==> config.mk <==
export PLATFORM = sky130hd
export DESIGN_NAME = xgmii_link_ctrl_mc
export DESIGN_NICKNAME = d
export VERILOG_FILES = /design/src/rtl/xgmii_link_ctrl_mc.sv
export SDC_FILE = /design/constraint.sdc
export NUM_CORES = 1
export LEC_CHECK = 0
export ABC_CLOCK_PERIOD_IN_PS = 4100
export BUFFER_PORTS_ARGS = -buffer_cell sky130_fd_sc_hd__buf_2
export CAP_MARGIN = 10
export CELL_PAD_IN_SITES_DETAIL_PLACEMENT = 2
export CELL_PAD_IN_SITES_GLOBAL_PLACEMENT = 2
export CORE_AREA = 2 2 247 249
export DETAILED_ROUTE_END_ITERATION = 8
export DIE_AREA = 0 0 249 251
export GPL_ROUTABILITY_DRIVEN = 0
export GPL_TIMING_DRIVEN = 0
export PLACE_DENSITY = 0.58
export SYNTH_ARGS = -nofsm -noshare
export SYNTH_HDL_FRONTEND = slang
export SYNTH_SLANG_ARGS = --single-unit
==> constraint.sdc <==
create_clock -name clk156 -period 4.1 [get_ports clk156]
set_input_delay 0.82 -clock clk156 [delete_from_list [all_inputs] [get_ports clk156]]
set_output_delay 0.82 -clock clk156 [all_outputs]
set_load 0.01 [all_outputs]
==> src/rtl/xgmii_link_ctrl_mc.sv <==
`timescale 1ns/1ps
// -----------------------------------------------------------------------------
// xgmii_link_ctrl_mc
//
// Multi-channel glue between NUM_CH 10G MAC cores and their XPHY instances,
// all running on the shared 156.25 MHz core clock. Per channel:
//   - 2-flop synchronisers on the asynchronous PHY/SFP status inputs
//   - debounced link FSM (RST -> WAIT -> DEBOUNCE -> UP) driving the MAC reset
//   - PIPE_STAGES-deep XGMII TX and RX register pipelines
//   - saturating link-drop counter
//
// Optional feature, macro XGMII_IDLE_INSERT_EN:
//   defined   - while a channel's core_reset is high, the last TX stage of that
//               channel loads XGMII idle (txd 0707..07, txc FF)
//   undefined - TX is a pure PIPE_STAGES delay
//
// Ports:
//   clk156            core clock
//   reset             asynchronous, active-high reset
//   tx_resetdone      per-channel GT TX reset done (async)
//   rx_resetdone      per-channel GT RX reset done (async)
//   tx_fault          per-channel SFP TX fault (async)
//   signal_detect     per-channel SFP signal detect (async)
//   link_cnt_clr      pulse, clears every link-drop counter
//   xgmii_txd/txc     MAC TX data/control, channel i at [64i+63:64i] / [8i+7:8i]
//   xgmii_rxd_int/rxc_int  PHY RX data/control
//   xgmii_txd_int/txc_int  TX data/control to PHY
//   xgmii_rxd/rxc     RX data/control to MAC
//   core_reset        per-channel MAC reset, high unless channel is UP
//   link_state        per-channel 2-bit FSM state code
//   link_up           per-channel, high in UP
//   link_drop_cnt     per-channel CNT_W-bit link-drop count
//   resetdone         registered AND of all synchronised tx/rx resetdone bits
//   prtad             per-channel MDIO port address (base + i, mod 32)
// -----------------------------------------------------------------------------
module xgmii_link_ctrl_mc #(
   parameter int         NUM_CH           = 2,
   parameter int         PIPE_STAGES      = 1,
   parameter int         DEBOUNCE_CYCLES  = 1024,
   parameter int         CNT_W            = 16,
   parameter logic [4:0] C_MDIO_ADDR_BASE = 5'h0
) (
   input  logic                    clk156,
   input  logic                    reset,
   input  logic [NUM_CH-1:0]       tx_resetdone,
   input  logic [NUM_CH-1:0]       rx_resetdone,
   input  logic [NUM_CH-1:0]       tx_fault,
   input  logic [NUM_CH-1:0]       signal_detect,
   input  logic                    link_cnt_clr,
   input  logic [NUM_CH*64-1:0]    xgmii_txd,
   input  logic [NUM_CH*8-1:0]     xgmii_txc,
   input  logic [NUM_CH*64-1:0]    xgmii_rxd_int,
   input  logic [NUM_CH*8-1:0]     xgmii_rxc_int,
   output logic [NUM_CH*64-1:0]    xgmii_txd_int,
   output logic [NUM_CH*8-1:0]     xgmii_txc_int,
   output logic [NUM_CH*64-1:0]    xgmii_rxd,
   output logic [NUM_CH*8-1:0]     xgmii_rxc,
   output logic [NUM_CH-1:0]       core_reset,
   output logic [NUM_CH*2-1:0]     link_state,
   output logic [NUM_CH-1:0]       link_up,
   output logic [NUM_CH*CNT_W-1:0] link_drop_cnt,
   output logic                    resetdone,
   output logic [NUM_CH*5-1:0]     prtad
);

   localparam int              DBC_W    = $clog2(DEBOUNCE_CYCLES);
   localparam logic [DBC_W-1:0] DBC_LAST = DBC_W'(DEBOUNCE_CYCLES - 1);

   typedef enum logic [1:0] {
      ST_RST  = 2'd0,
      ST_WAIT = 2'd1,
      ST_DEB  = 2'd2,
      ST_UP   = 2'd3
   } state_t;

   function automatic logic [CNT_W-1:0] sat_inc(input logic [CNT_W-1:0] v);
      return (&v) ? v : v + 1'b1;
   endfunction

   // ---- status synchronisers; reset parks every flop at its "bad" level ----
   (* ASYNC_REG = "TRUE" *) logic [NUM_CH-1:0] txdone_m_q, txdone_s_q;
   (* ASYNC_REG = "TRUE" *) logic [NUM_CH-1:0] rxdone_m_q, rxdone_s_q;
   (* ASYNC_REG = "TRUE" *) logic [NUM_CH-1:0] fault_m_q,  fault_s_q;
   (* ASYNC_REG = "TRUE" *) logic [NUM_CH-1:0] sd_m_q,     sd_s_q;
   logic [NUM_CH-1:0] ok_s;
   logic              resetdone_q;

   always_ff @(posedge clk156 or posedge reset) begin
      if (reset) begin
         txdone_m_q  <= '0;
         txdone_s_q  <= '0;
         rxdone_m_q  <= '0;
         rxdone_s_q  <= '0;
         fault_m_q   <= '1;
         fault_s_q   <= '1;
         sd_m_q      <= '0;
         sd_s_q      <= '0;
         resetdone_q <= 1'b0;
      end else begin
         txdone_m_q  <= tx_resetdone;
         txdone_s_q  <= txdone_m_q;
         rxdone_m_q  <= rx_resetdone;
         rxdone_s_q  <= rxdone_m_q;
         fault_m_q   <= tx_fault;
         fault_s_q   <= fault_m_q;
         sd_m_q      <= signal_detect;
         sd_s_q      <= sd_m_q;
         resetdone_q <= &{txdone_s_q, rxdone_s_q};
      end
   end

   assign ok_s      = txdone_s_q & rxdone_s_q & ~fault_s_q & sd_s_q;
   assign resetdone = resetdone_q;

   // ---- per-channel link FSM and drop counter ----
   for (genvar i = 0; i < NUM_CH; i++) begin : g_ch
      state_t           state_q, state_d;
      logic [DBC_W-1:0] dbc_q, dbc_d;
      logic [CNT_W-1:0] drop_q, drop_d;
      logic             drop_inc;

      always_comb begin
         state_d  = state_q;
         dbc_d    = dbc_q;
         drop_inc = 1'b0;
         case (state_q)
            ST_RST:  state_d = ST_WAIT;
            ST_WAIT: begin
               if (ok_s[i]) begin
                  state_d = ST_DEB;
                  dbc_d   = '0;
               end
            end
            ST_DEB: begin
               // A single bad cycle abandons the window without touching the count.
               if (!ok_s[i]) begin
                  state_d = ST_WAIT;
               end else if (dbc_q == DBC_LAST) begin
                  state_d = ST_UP;
               end else begin
                  dbc_d = dbc_q + 1'b1;
               end
            end
            ST_UP: begin
               if (!ok_s[i]) begin
                  state_d  = ST_WAIT;
                  drop_inc = 1'b1;
               end
            end
            default: state_d = ST_RST;
         endcase

         // Clear wins over a coincident increment.
         drop_d = drop_q;
         if (link_cnt_clr) begin
            drop_d = '0;
         end else if (drop_inc) begin
            drop_d = sat_inc(drop_q);
         end
      end

      always_ff @(posedge clk156 or posedge reset) begin
         if (reset) begin
            state_q <= ST_RST;
            dbc_q   <= '0;
            drop_q  <= '0;
         end else begin
            state_q <= state_d;
            dbc_q   <= dbc_d;
            drop_q  <= drop_d;
         end
      end

      assign core_reset[i]                    = (state_q != ST_UP);
      assign link_up[i]                       = (state_q == ST_UP);
      assign link_state[2*i +: 2]             = state_q;
      assign link_drop_cnt[CNT_W*i +: CNT_W]  = drop_q;
      assign prtad[5*i +: 5]                  = C_MDIO_ADDR_BASE + 5'(i);
   end

   // ---- XGMII pipelines (data path, never reset) ----
   logic [PIPE_STAGES-1:0][NUM_CH*64-1:0] txd_p, txd_n, rxd_p, rxd_n;
   logic [PIPE_STAGES-1:0][NUM_CH*8-1:0]  txc_p, txc_n, rxc_p, rxc_n;

   always_comb begin
      txd_n[0] = xgmii_txd;
      txc_n[0] = xgmii_txc;
      rxd_n[0] = xgmii_rxd_int;
      rxc_n[0] = xgmii_rxc_int;
      for (int s = 1; s < PIPE_STAGES; s++) begin
         txd_n[s] = txd_p[s-1];
         txc_n[s] = txc_p[s-1];
         rxd_n[s] = rxd_p[s-1];
         rxc_n[s] = rxc_p[s-1];
      end
`ifdef XGMII_IDLE_INSERT_EN
      // Only the last TX stage is overridden, so data already in flight when
      // the link comes up still sees the full pipeline latency.
      for (int c = 0; c < NUM_CH; c++) begin
         if (core_reset[c]) begin
            txd_n[PIPE_STAGES-1][64*c +: 64] = 64'h0707070707070707;
            txc_n[PIPE_STAGES-1][8*c +: 8]   = 8'hFF;
         end
      end
`endif
   end

   always_ff @(posedge clk156) begin
      txd_p <= txd_n;
      txc_p <= txc_n;
      rxd_p <= rxd_n;
      rxc_p <= rxc_n;
   end

   assign xgmii_txd_int = txd_p[PIPE_STAGES-1];
   assign xgmii_txc_int = txc_p[PIPE_STAGES-1];
   assign xgmii_rxd     = rxd_p[PIPE_STAGES-1];
   assign xgmii_rxc     = rxc_p[PIPE_STAGES-1];

endmodule
==> reports/metrics.yaml, run 1 <==
route:
  final_antenna_net_count: 0
  drt-pass1-iter-count: 6
  vias: 8345
  wl_per_cell_um: 24.8
  route.detailed.drc: 0
  drt_wl_total_um: 54400
  post_drt_via_cell_ratio: 3.81
  drtIter0Drc: 283
die:
  io_pins: 638
  die_x_um: 249
  core_area_um2: 59800
  initial_core_util_pct: 16.1
  die_y_um: 251
  die-area_um2: 62500
  rows: 90
setup_path:
  startpoint_type: "flip-flop"
  end_kind: "primary output"
  required_ps: 3280
  rr_endpoint: "g_ch[0].drop_q[15]"
  critPathMaxFanout: 8
  slowest_stage: "dfrtp_1"
  rr_startpoint: "g_ch[0].state_q[0]"
  crit_chain: "ha_1 > inv_1 > buf_2"
  crit_arrival_ps: 1770
  cp_top_family: "flip-flops"
  path_buf_inv: 2
  reg2reg_depth: 5
  rrSetupSlack_ps: 1690
  worstSetupPathType: "flip-flop to primary output"
  critical_path.max_stage_delay_ps: 470
pwr:
  peakVddDrop_mv: 0.297
  p_per_area_nw_per_um2: 548
  leakage_uw: 0.00732
  power_uw: 8350
place:
  io_buffers: 627
  placed_area_um2: 13800
  preCtsSetupSlack_ps: 1680
  dp.cells: 2098
  dp_hpwl_um: 45900
outcome:
  status: "complete, no violations"
clocking:
  cts.sinks: 361
  clk_latency_ps: 560
  htreeDepth: 2
  ctsHoldBuffers: 0
  cts_tree: "built"
  cts_max_path_buffers: 3
  root_buffer: "clkbuf_16"
  cts_buffers: 44
  cts_resized: 0
  postCtsSetupRepairBufs: 0
  cts.clk_slew.worst_paths_ps: 60
sta:
  period_share_pct: 63.1
  finalSetupTns_ps: 0
  setup-violations-final: 0
  tightestPinTransition_ps: 596
  fin_skew_ps: 14.3
  fin_crit_ps: 2590
  max-slew-margin-rel_pct: 60.2
  worst_slack_ps: 1510
  slew_viol_final: 0
  grt_setup_unrepaired: "no"
  hold_viol: 0
  fmax_mhz: 386
yosys:
  synth_cells: 680
  synth_edf_count: 0
  synthArstFlopShare_pct: 20.2
  ys.warnings.count: 0
  ys_ff_latch: 361
  ys_seq_area_share_pct: 78.8
  ys_types: 45
  synth-main-ff-cell: "dfxtp_1"
  postSynthAreaPerCell_um2: 14.2
  syn_area_um2: 9640
finish:
  drive_above_1_share_pct: 52.4
  syn_to_final_growth_pct: 58.0
  layout_common_cells: "buf_2 (631), dfxtp_1 (288), dfrtp_1 (69), clkbuf_16 (46), a21oi_1 (29)"
  mostFrequentLayoutCell: "buf_2"
  design_area_um2: 15200
  fin_nets: 1672
  finalNonFillerCells: 2192
grt:
  track_usage_pct: 17.0
  grt_max_degree: 56
  grt_pass1_vias: 9348
  gr-total-overflow: 0
  grt_pass1_wl_um: 73800
  antenna_found_initial: 52
job:
  max_cap_viol_count: 0
hold_path:
  hold_path.class: "primary input to asynchronous set/reset pin"
[synth_stat cells, drive strengths merged, types with 3 or more instances]
cell type  number  area (um2)
o31ai          12        90.1
nand2          27         101
a31oi           3        18.8
ha             11         138
or4            13        97.6
nor2           26        97.6
clkbuf          9        33.8
dfstp           4         105
or3             7        43.8
o21ai          10        50.1
and4           10        87.6
dfrtp          69        1730
and2            5        31.3
a211oi          6        45.0
mux2           18         203
nor2b          19         119
nand2b          5        31.3
mux2i           9        90.1
a21oi          29         145
and3            4        25.0
inv            11        41.3
nor3            7        35.0
nand3          20         100
buf            15         106
nor4            8        50.1
dfxtp         288        5770
nand4          16         100
[kinds of logic (layout without fill, tap and decap cells)]
group	Yosys count	count (layout)	share of synthesized area, %
flops	361	361	78.8
simple gates	174	174	10.2
compound gates	70	70	4.62
buf+inv	35	739	1.88
mux	27	27	3.04
fa+ha+maj	11	11	1.43
other cells	2	28	0.0779
[area by class of cell]
type                            instances  area, um2
Buffer                                 24        140
Antenna cell                           18       45.0
Fill cell                            6715      44600
Clock inverter                          9       85.1
Inverter                               11       43.8
Multi-Input combinational cell        292       1900
Sequential cell                       361       7600
Tap cell                              782        978
Timing Repair Buffer                  628       3170
Clock buffer                           67       1290
[registers in the layout (all words and copies together), names as in the netlist]
| name | count |
|---|---|
| fault_m_q | 2 |
| fault_s_q | 2 |
| g_ch.dbc_q | 20 |
| g_ch.drop_q | 32 |
| g_ch.state_q | 4 |
| resetdone | 1 |
| rxdone_m_q | 2 |
| rxdone_s_q | 2 |
| sd_m_q | 2 |
| sd_s_q | 2 |
| txdone_m_q | 2 |
| txdone_s_q | 2 |
| xgmii_rxc | 16 |
| xgmii_rxd | 128 |
| xgmii_txc_int | 16 |
| xgmii_txd_int | 128 |
[where the power goes]
| group | internal, uW | switching [uW] |
|---|---|---|
| registers | 3710 | 104 |
| logic | 326 | 456 |
| clock network | 2170 | 1580 |
| total | 6210 | 2140 |
[how the worst max path moves through the flow]
stage	slack [ps]	cells past startpoint	start	to
finish	1510	3	g_ch[0].state_q[0]	core_reset[0]
global placement	140	2	reset	rxdone_m_q[0]
global route	1380	3	g_ch[0].state_q[0]	core_reset[0]
CTS	1430	3	g_ch[0].state_q[0]	core_reset[0]
detailed placement	1680	5	g_ch[0].state_q[0]	g_ch[0].drop_q[15]
floorplan	1430	1	reset	g_ch[0].dbc_q[0]
[per-stage QoR]
stage | hold WS [ps] | utilization [%]
after floorplan | 331 | -
after global placement | 338 | 23.1
after detailed placement | 347 | 23.1
after CTS | 180 | 25.4
after global routing | 208 | 25.4
final | 216 | 25.5
[per-layer routing]
metal / wire [um] / GRT usage (%)
met1: 19500 / 17.8
met5: 22 / 0
met3: 6360 / 8.74
met2: 26800 / 30.1
met4: 1660 / 4.43
Power figures use the tool's default switching activity.
==> inputs of run 2 (changes only) <==
==> config.mk (replaced) <==
export PLATFORM = sky130hd
export DESIGN_NAME = xgmii_link_ctrl_mc
export DESIGN_NICKNAME = d
export VERILOG_FILES = /design/src/rtl/xgmii_link_ctrl_mc.sv
export SDC_FILE = /design/constraint.sdc
export NUM_CORES = 1
export LEC_CHECK = 0
export ABC_CLOCK_PERIOD_IN_PS = 2600
export BUFFER_PORTS_ARGS = -buffer_cell sky130_fd_sc_hd__buf_2
export CAP_MARGIN = 10
export CELL_PAD_IN_SITES_DETAIL_PLACEMENT = 2
export CELL_PAD_IN_SITES_GLOBAL_PLACEMENT = 2
export CORE_AREA = 2 2 250 252
export DETAILED_ROUTE_END_ITERATION = 8
export DIE_AREA = 0 0 252 254
export GPL_ROUTABILITY_DRIVEN = 0
export GPL_TIMING_DRIVEN = 0
export PLACE_DENSITY = 0.57
export SYNTH_ARGS = -nofsm -noshare
export SYNTH_HDL_FRONTEND = slang
export SYNTH_SLANG_ARGS = --single-unit
==> constraint.sdc (replaced) <==
create_clock -name clk156 -period 2.6 [get_ports clk156]
set_input_delay 0.52 -clock clk156 [delete_from_list [all_inputs] [get_ports clk156]]
set_output_delay 0.52 -clock clk156 [all_outputs]
set_load 0.01 [all_outputs]
==> reports/metrics.yaml, run 2 (synthesized netlist as in run 1, its figures left out) <==
outcome:
  status: "complete, no violations"
die:
  die_y_um: 254
  die-area_um2: 64000
  rows: 91
  die_x_um: 252
  core_area_um2: 61300
  io_pins: 638
  initial_core_util_pct: 15.7
finish:
  fin_nets: 1764
  syn_to_final_growth_pct: 69.2
  mostFrequentLayoutCell: "buf_2"
  nFillCells: 6791
  layout_common_cells: "buf_2 (631), dfxtp_1 (288), dlygate4sd3_1 (92), dfrtp_1 (69), clkbuf_16 (45)"
  drive_above_1_share_pct: 50.0
job:
  max_cap_viol_count: 0
sta:
  finalSetupTns_ps: 0
  worst_slack_ps: 209
  max-slew-margin-rel_pct: 53.1
  slew_viol_final: 0
  fin_skew_ps: 35.0
  hold_viol: 0
  setup-violations-final: 0
  fmax_mhz: 418
  grt_setup_unrepaired: "no"
  fin_crit_ps: 2390
  period_share_pct: 91.9
  tightestPinTransition_ps: 702
route:
  wl_per_cell_um: 24.6
  route.detailed.drc: 0
  drt_wl_total_um: 56500
  final_antenna_net_count: 0
  drt-pass1-iter-count: 4
  drtIter0Drc: 251
  vias: 8640
  post_drt_via_cell_ratio: 3.77
setup_path:
  startpoint_type: "flip-flop"
  crit_arrival_ps: 2860
  reg2reg_depth: 5
  rr_endpoint: "g_ch[0].drop_q[15]"
  critPathMaxFanout: 9
  required_ps: 3070
  rr_startpoint: "g_ch[0].state_q[0]"
  rrSetupSlack_ps: 210
  end_kind: "flip-flop"
  worstSetupPathType: "flip-flop to flip-flop"
place:
  io_buffers: 627
  dp_hpwl_um: 46400
  preCtsSetupSlack_ps: 199
pwr:
  p_per_area_nw_per_um2: 854
  peakVddDrop_mv: 0.496
  leakage_uw: 0.00780
hold_path:
  worstHoldStart: "xgmii_rxd_int[0]"
  hold_path.class: "primary input to flip-flop"
  hold_path_end: "xgmii_rxd[0]"
  hold_depth: 1
grt:
  use_met1_pct: 18.9
  met3_usage_pct: 7.87
  grt_pass1_vias: 9778
  grt-busiest-layer: "met2"
  grt_pass1_wl_um: 76000
  grt_max_degree: 54
  gr-total-overflow: 0
  use_met2_pct: 28.9
  track_usage_pct: 17.2
  antenna_found_initial: 38
clocking:
  cts_max_path_buffers: 3
  cts_tree: "built"
  root_buffer: "clkbuf_16"
  cts.sinks: 361
  htreeDepth: 2
  clk_latency_ps: 570
  cts_buffers: 44
  cts.clk_slew.worst_paths_ps: 60
-- run 2: layout make-up --
type	instances	area, um2	area share, %
inverter	11	43.8	0.268
clock inverter	25	302	1.85
timing repair buffer	720	4090	25.0
sequential	361	7600	46.6
clock buffer	57	1230	7.55
antenna	12	30.0	0.184
tap	790	988	6.06
buffer	24	140	0.859
multi-input combinational	292	1900	11.6
-- run 2: what timing repair did --
action,in CTS,in global routing
setup buffers,0,0
resized for setup,0,0
endpoints found under the hold margin,111,0
hold buffers,92,0
-- run 2: per-stage QoR --
stage / std cells / cell area [um2] / power [uW] / hold slack, ps / utilization (%)
global placement: 2105 / 13800 / 7370 / 336 / 22.5
finish: 2292 / 16300 / 13900 / 37.5 / 26.6
CTS: 2280 / 16300 / 14200 / 0.146 / 26.6
detailed placement: 2106 / 13800 / 7420 / 340 / 22.6
global route: 2285 / 16300 / 14600 / 1.24 / 26.6
floorplan: 688 / 9670 / 6560 / 331 / -
-- run 2: critical path: stages, from the launching register on --
cell and delay (ps):
dfrtp_1 450, ha_1 400, and4_1 360, nand4_1 360, or4_1 600, a21oi_1 150
-- run 2: worst max path at each step --
stage                     slack [ps]          startpoint                 end  depth (start not counted)
after floorplan                  230               reset    g_ch[0].dbc_q[0]                          1
after global placement         -1250               reset       txdone_m_q[0]                          2
after detailed placement         200  g_ch[0].state_q[0]  g_ch[0].drop_q[15]                          5
after CTS                        190  g_ch[0].state_q[0]  g_ch[0].drop_q[15]                          5
after global routing              50  g_ch[0].state_q[0]  g_ch[0].drop_q[15]                          5
final                            210  g_ch[0].state_q[0]  g_ch[0].drop_q[15]                          5
-- run 2: report_power, final --
group          switching [uW]  internal, uW
clock                    2650          3880
combinational             766           607
sequential                175          5850
-- run 2: layer usage --
metal | up-vias | share of wire, %
met5 | - | 0.14
met4 | 12 | 3.9
met3 | 104 | 11
met2 | 442 | 48
met1 | 4184 | 37
li1 | 3898 | -
==> inputs of run 3 (changes only) <==
--- a/config.mk
+++ b/config.mk
@@ -10,12 +10,12 @@
 export CAP_MARGIN = 10
 export CELL_PAD_IN_SITES_DETAIL_PLACEMENT = 2
 export CELL_PAD_IN_SITES_GLOBAL_PLACEMENT = 2
-export CORE_AREA = 2 2 250 252
+export CORE_AREA = 8 8 242 244
 export DETAILED_ROUTE_END_ITERATION = 8
-export DIE_AREA = 0 0 252 254
+export DIE_AREA = 0 0 250 252
 export GPL_ROUTABILITY_DRIVEN = 0
 export GPL_TIMING_DRIVEN = 0
-export PLACE_DENSITY = 0.57
+export PLACE_DENSITY = 0.62
 export SYNTH_ARGS = -nofsm -noshare
 export SYNTH_HDL_FRONTEND = slang
 export SYNTH_SLANG_ARGS = --single-unit
==> constraint.sdc (replaced) <==
create_clock -name clk156 -period 2.6 [get_ports clk156]
set_input_delay 0.65 -clock clk156 [delete_from_list [all_inputs] [get_ports clk156]]
set_output_delay 0.65 -clock clk156 [all_outputs]
set_load 0.01 [all_outputs]
==> reports/metrics.yaml, run 3 (synthesized netlist as in run 1, its figures left out) <==
die:
  die_y_um: 252
  core_area_um2: 54700
  io_pins: 638
  initial_core_util_pct: 17.6
  rows: 86
  die_x_um: 250
  die-area_um2: 63000
sta:
  fin_skew_ps: 29.3
  worst_slack_ps: 243
  slew_viol_final: 0
  period_share_pct: 90.6
  hold_viol: 0
  fin_crit_ps: 2360
  tightestPinTransition_ps: 659
  setup-violations-final: 0
  fmax_mhz: 424
  max-slew-margin-rel_pct: 56.0
  finalSetupTns_ps: 0
  grt_setup_unrepaired: "no"
clocking:
  htreeDepth: 2
  cts_max_path_buffers: 3
  cts_buffers: 43
  cts_tree: "built"
  clk_latency_ps: 560
  root_buffer: "clkbuf_16"
  cts.sinks: 361
  cts.clk_slew.worst_paths_ps: 60
grt:
  grt_pass1_vias: 9457
  grt_max_degree: 38
  antenna_found_initial: 53
  track_usage_pct: 17.5
  gr-total-overflow: 0
  grt_pass1_wl_um: 77400
setup_path:
  rr_endpoint: "g_ch[0].drop_q[15]"
  slowest_stage: "or4_1"
  rr_startpoint: "g_ch[0].state_q[0]"
  startpoint_type: "flip-flop"
  path_buf_inv: 0
  critPathMaxFanout: 9
  cp_top_family: "simple AND/OR/NAND/NOR gates"
  rrSetupSlack_ps: 240
  reg2reg_depth: 5
  required_ps: 3050
  critical_path.max_stage_delay_ps: 600
  crit_arrival_ps: 2810
  end_kind: "flip-flop"
  crit_chain: "ha_2 > and4_1 > nand4_1 > or4_1 > a21oi_1"
  worstSetupPathType: "flip-flop to flip-flop"
route:
  drtIter0Drc: 264
  wl_per_cell_um: 27.1
  drt_wl_total_um: 57200
  route.detailed.drc: 0
  final_antenna_net_count: 0
  vias: 8328
  post_drt_via_cell_ratio: 3.94
  drt-pass1-iter-count: 4
pwr:
  p_per_area_nw_per_um2: 884
  leakage_uw: 0.00738
  peakVddDrop_mv: 0.505
finish:
  nFillCells: 6094
  drive_above_1_share_pct: 53.0
  mostFrequentLayoutCell: "buf_2"
  multi_input_area_um2: 1900
  regArea_um2: 7600
  syn_to_final_growth_pct: 58.1
  fin_nets: 1671
  layout_common_cells: "buf_2 (631), dfxtp_1 (288), dfrtp_1 (69), clkbuf_16 (45), a21oi_1 (29)"
place:
  dp_hpwl_um: 49100
  preCtsSetupSlack_ps: 132
  io_buffers: 627
job:
  max_cap_viol_count: 0
hold_path:
  hold_path.class: "primary input to asynchronous set/reset pin"
outcome:
  status: "complete, no violations"
## run 3: metrics by stage
step	utilization, %	hold WS [ps]	std cells	instance area, um2	power [uW]
finish	27.9	143	2114	15200	13500
global route	27.8	119	2099	15200	14100
CTS	27.8	106	2099	15200	13800
detailed placement	25.1	336	2020	13700	7410
global placement	25.1	337	2019	13700	7360
floorplan	-	331	688	9670	6560
## run 3: worst register-to-register path: stages (launching register included)
cell and delay [ps]:
dfrtp_1 450, ha_2 340, and4_1 330, nand4_1 370, or4_1 600, a21oi_1 190
## run 3: power by group
part	internal (uW)	switching (uW)	total, uW
logic	518	730	1250
clock network	3720	2510	6230
registers	5850	150	6000
total	10100	3390	13500
## run 3: worst max-delay path by stage
| stage | from | to | slack [ps] | depth (start not counted) |
|---|---|---|---|---|
| final | g_ch[0].state_q[0] | g_ch[0].drop_q[15] | 240 | 5 |
| after global routing | g_ch[0].state_q[0] | g_ch[0].drop_q[15] | 90 | 5 |
| after CTS | g_ch[0].state_q[0] | g_ch[0].drop_q[15] | 80 | 5 |
| after detailed placement | g_ch[0].state_q[0] | g_ch[0].drop_q[15] | 130 | 5 |
| after global placement | reset | g_ch[1].dbc_q[1] | -1180 | 2 |
| after floorplan | reset | g_ch[0].dbc_q[0] | 100 | 1 |
## run 3: layout make-up
class | instances | area share [%]
diodes | 15 | 0.246
plain buffers | 24 | 0.919
clock buffers | 61 | 8.24
clock inverters | 18 | 1.53
inverters | 11 | 0.287
multi-input cells | 292 | 12.4
flip-flops and latches | 361 | 49.8
well taps | 704 | 5.78
repair buffers | 628 | 20.7
## run 3: layer usage
metal	up-vias	wire, um	global-route usage (%)
met1	4072	20600	18.3
met2	412	29100	32.0
li1	3714	-	-
met3	116	6220	8.53
met4	14	1230	2.81
met5	-	91	0
## run 3: repair_timing
action                                  in CTS  in global routing
gates resized for setup                      0                  1
endpoints found under the setup margin       0                  1
hold buffers                                 0                  0
buffers inserted                             0                  0
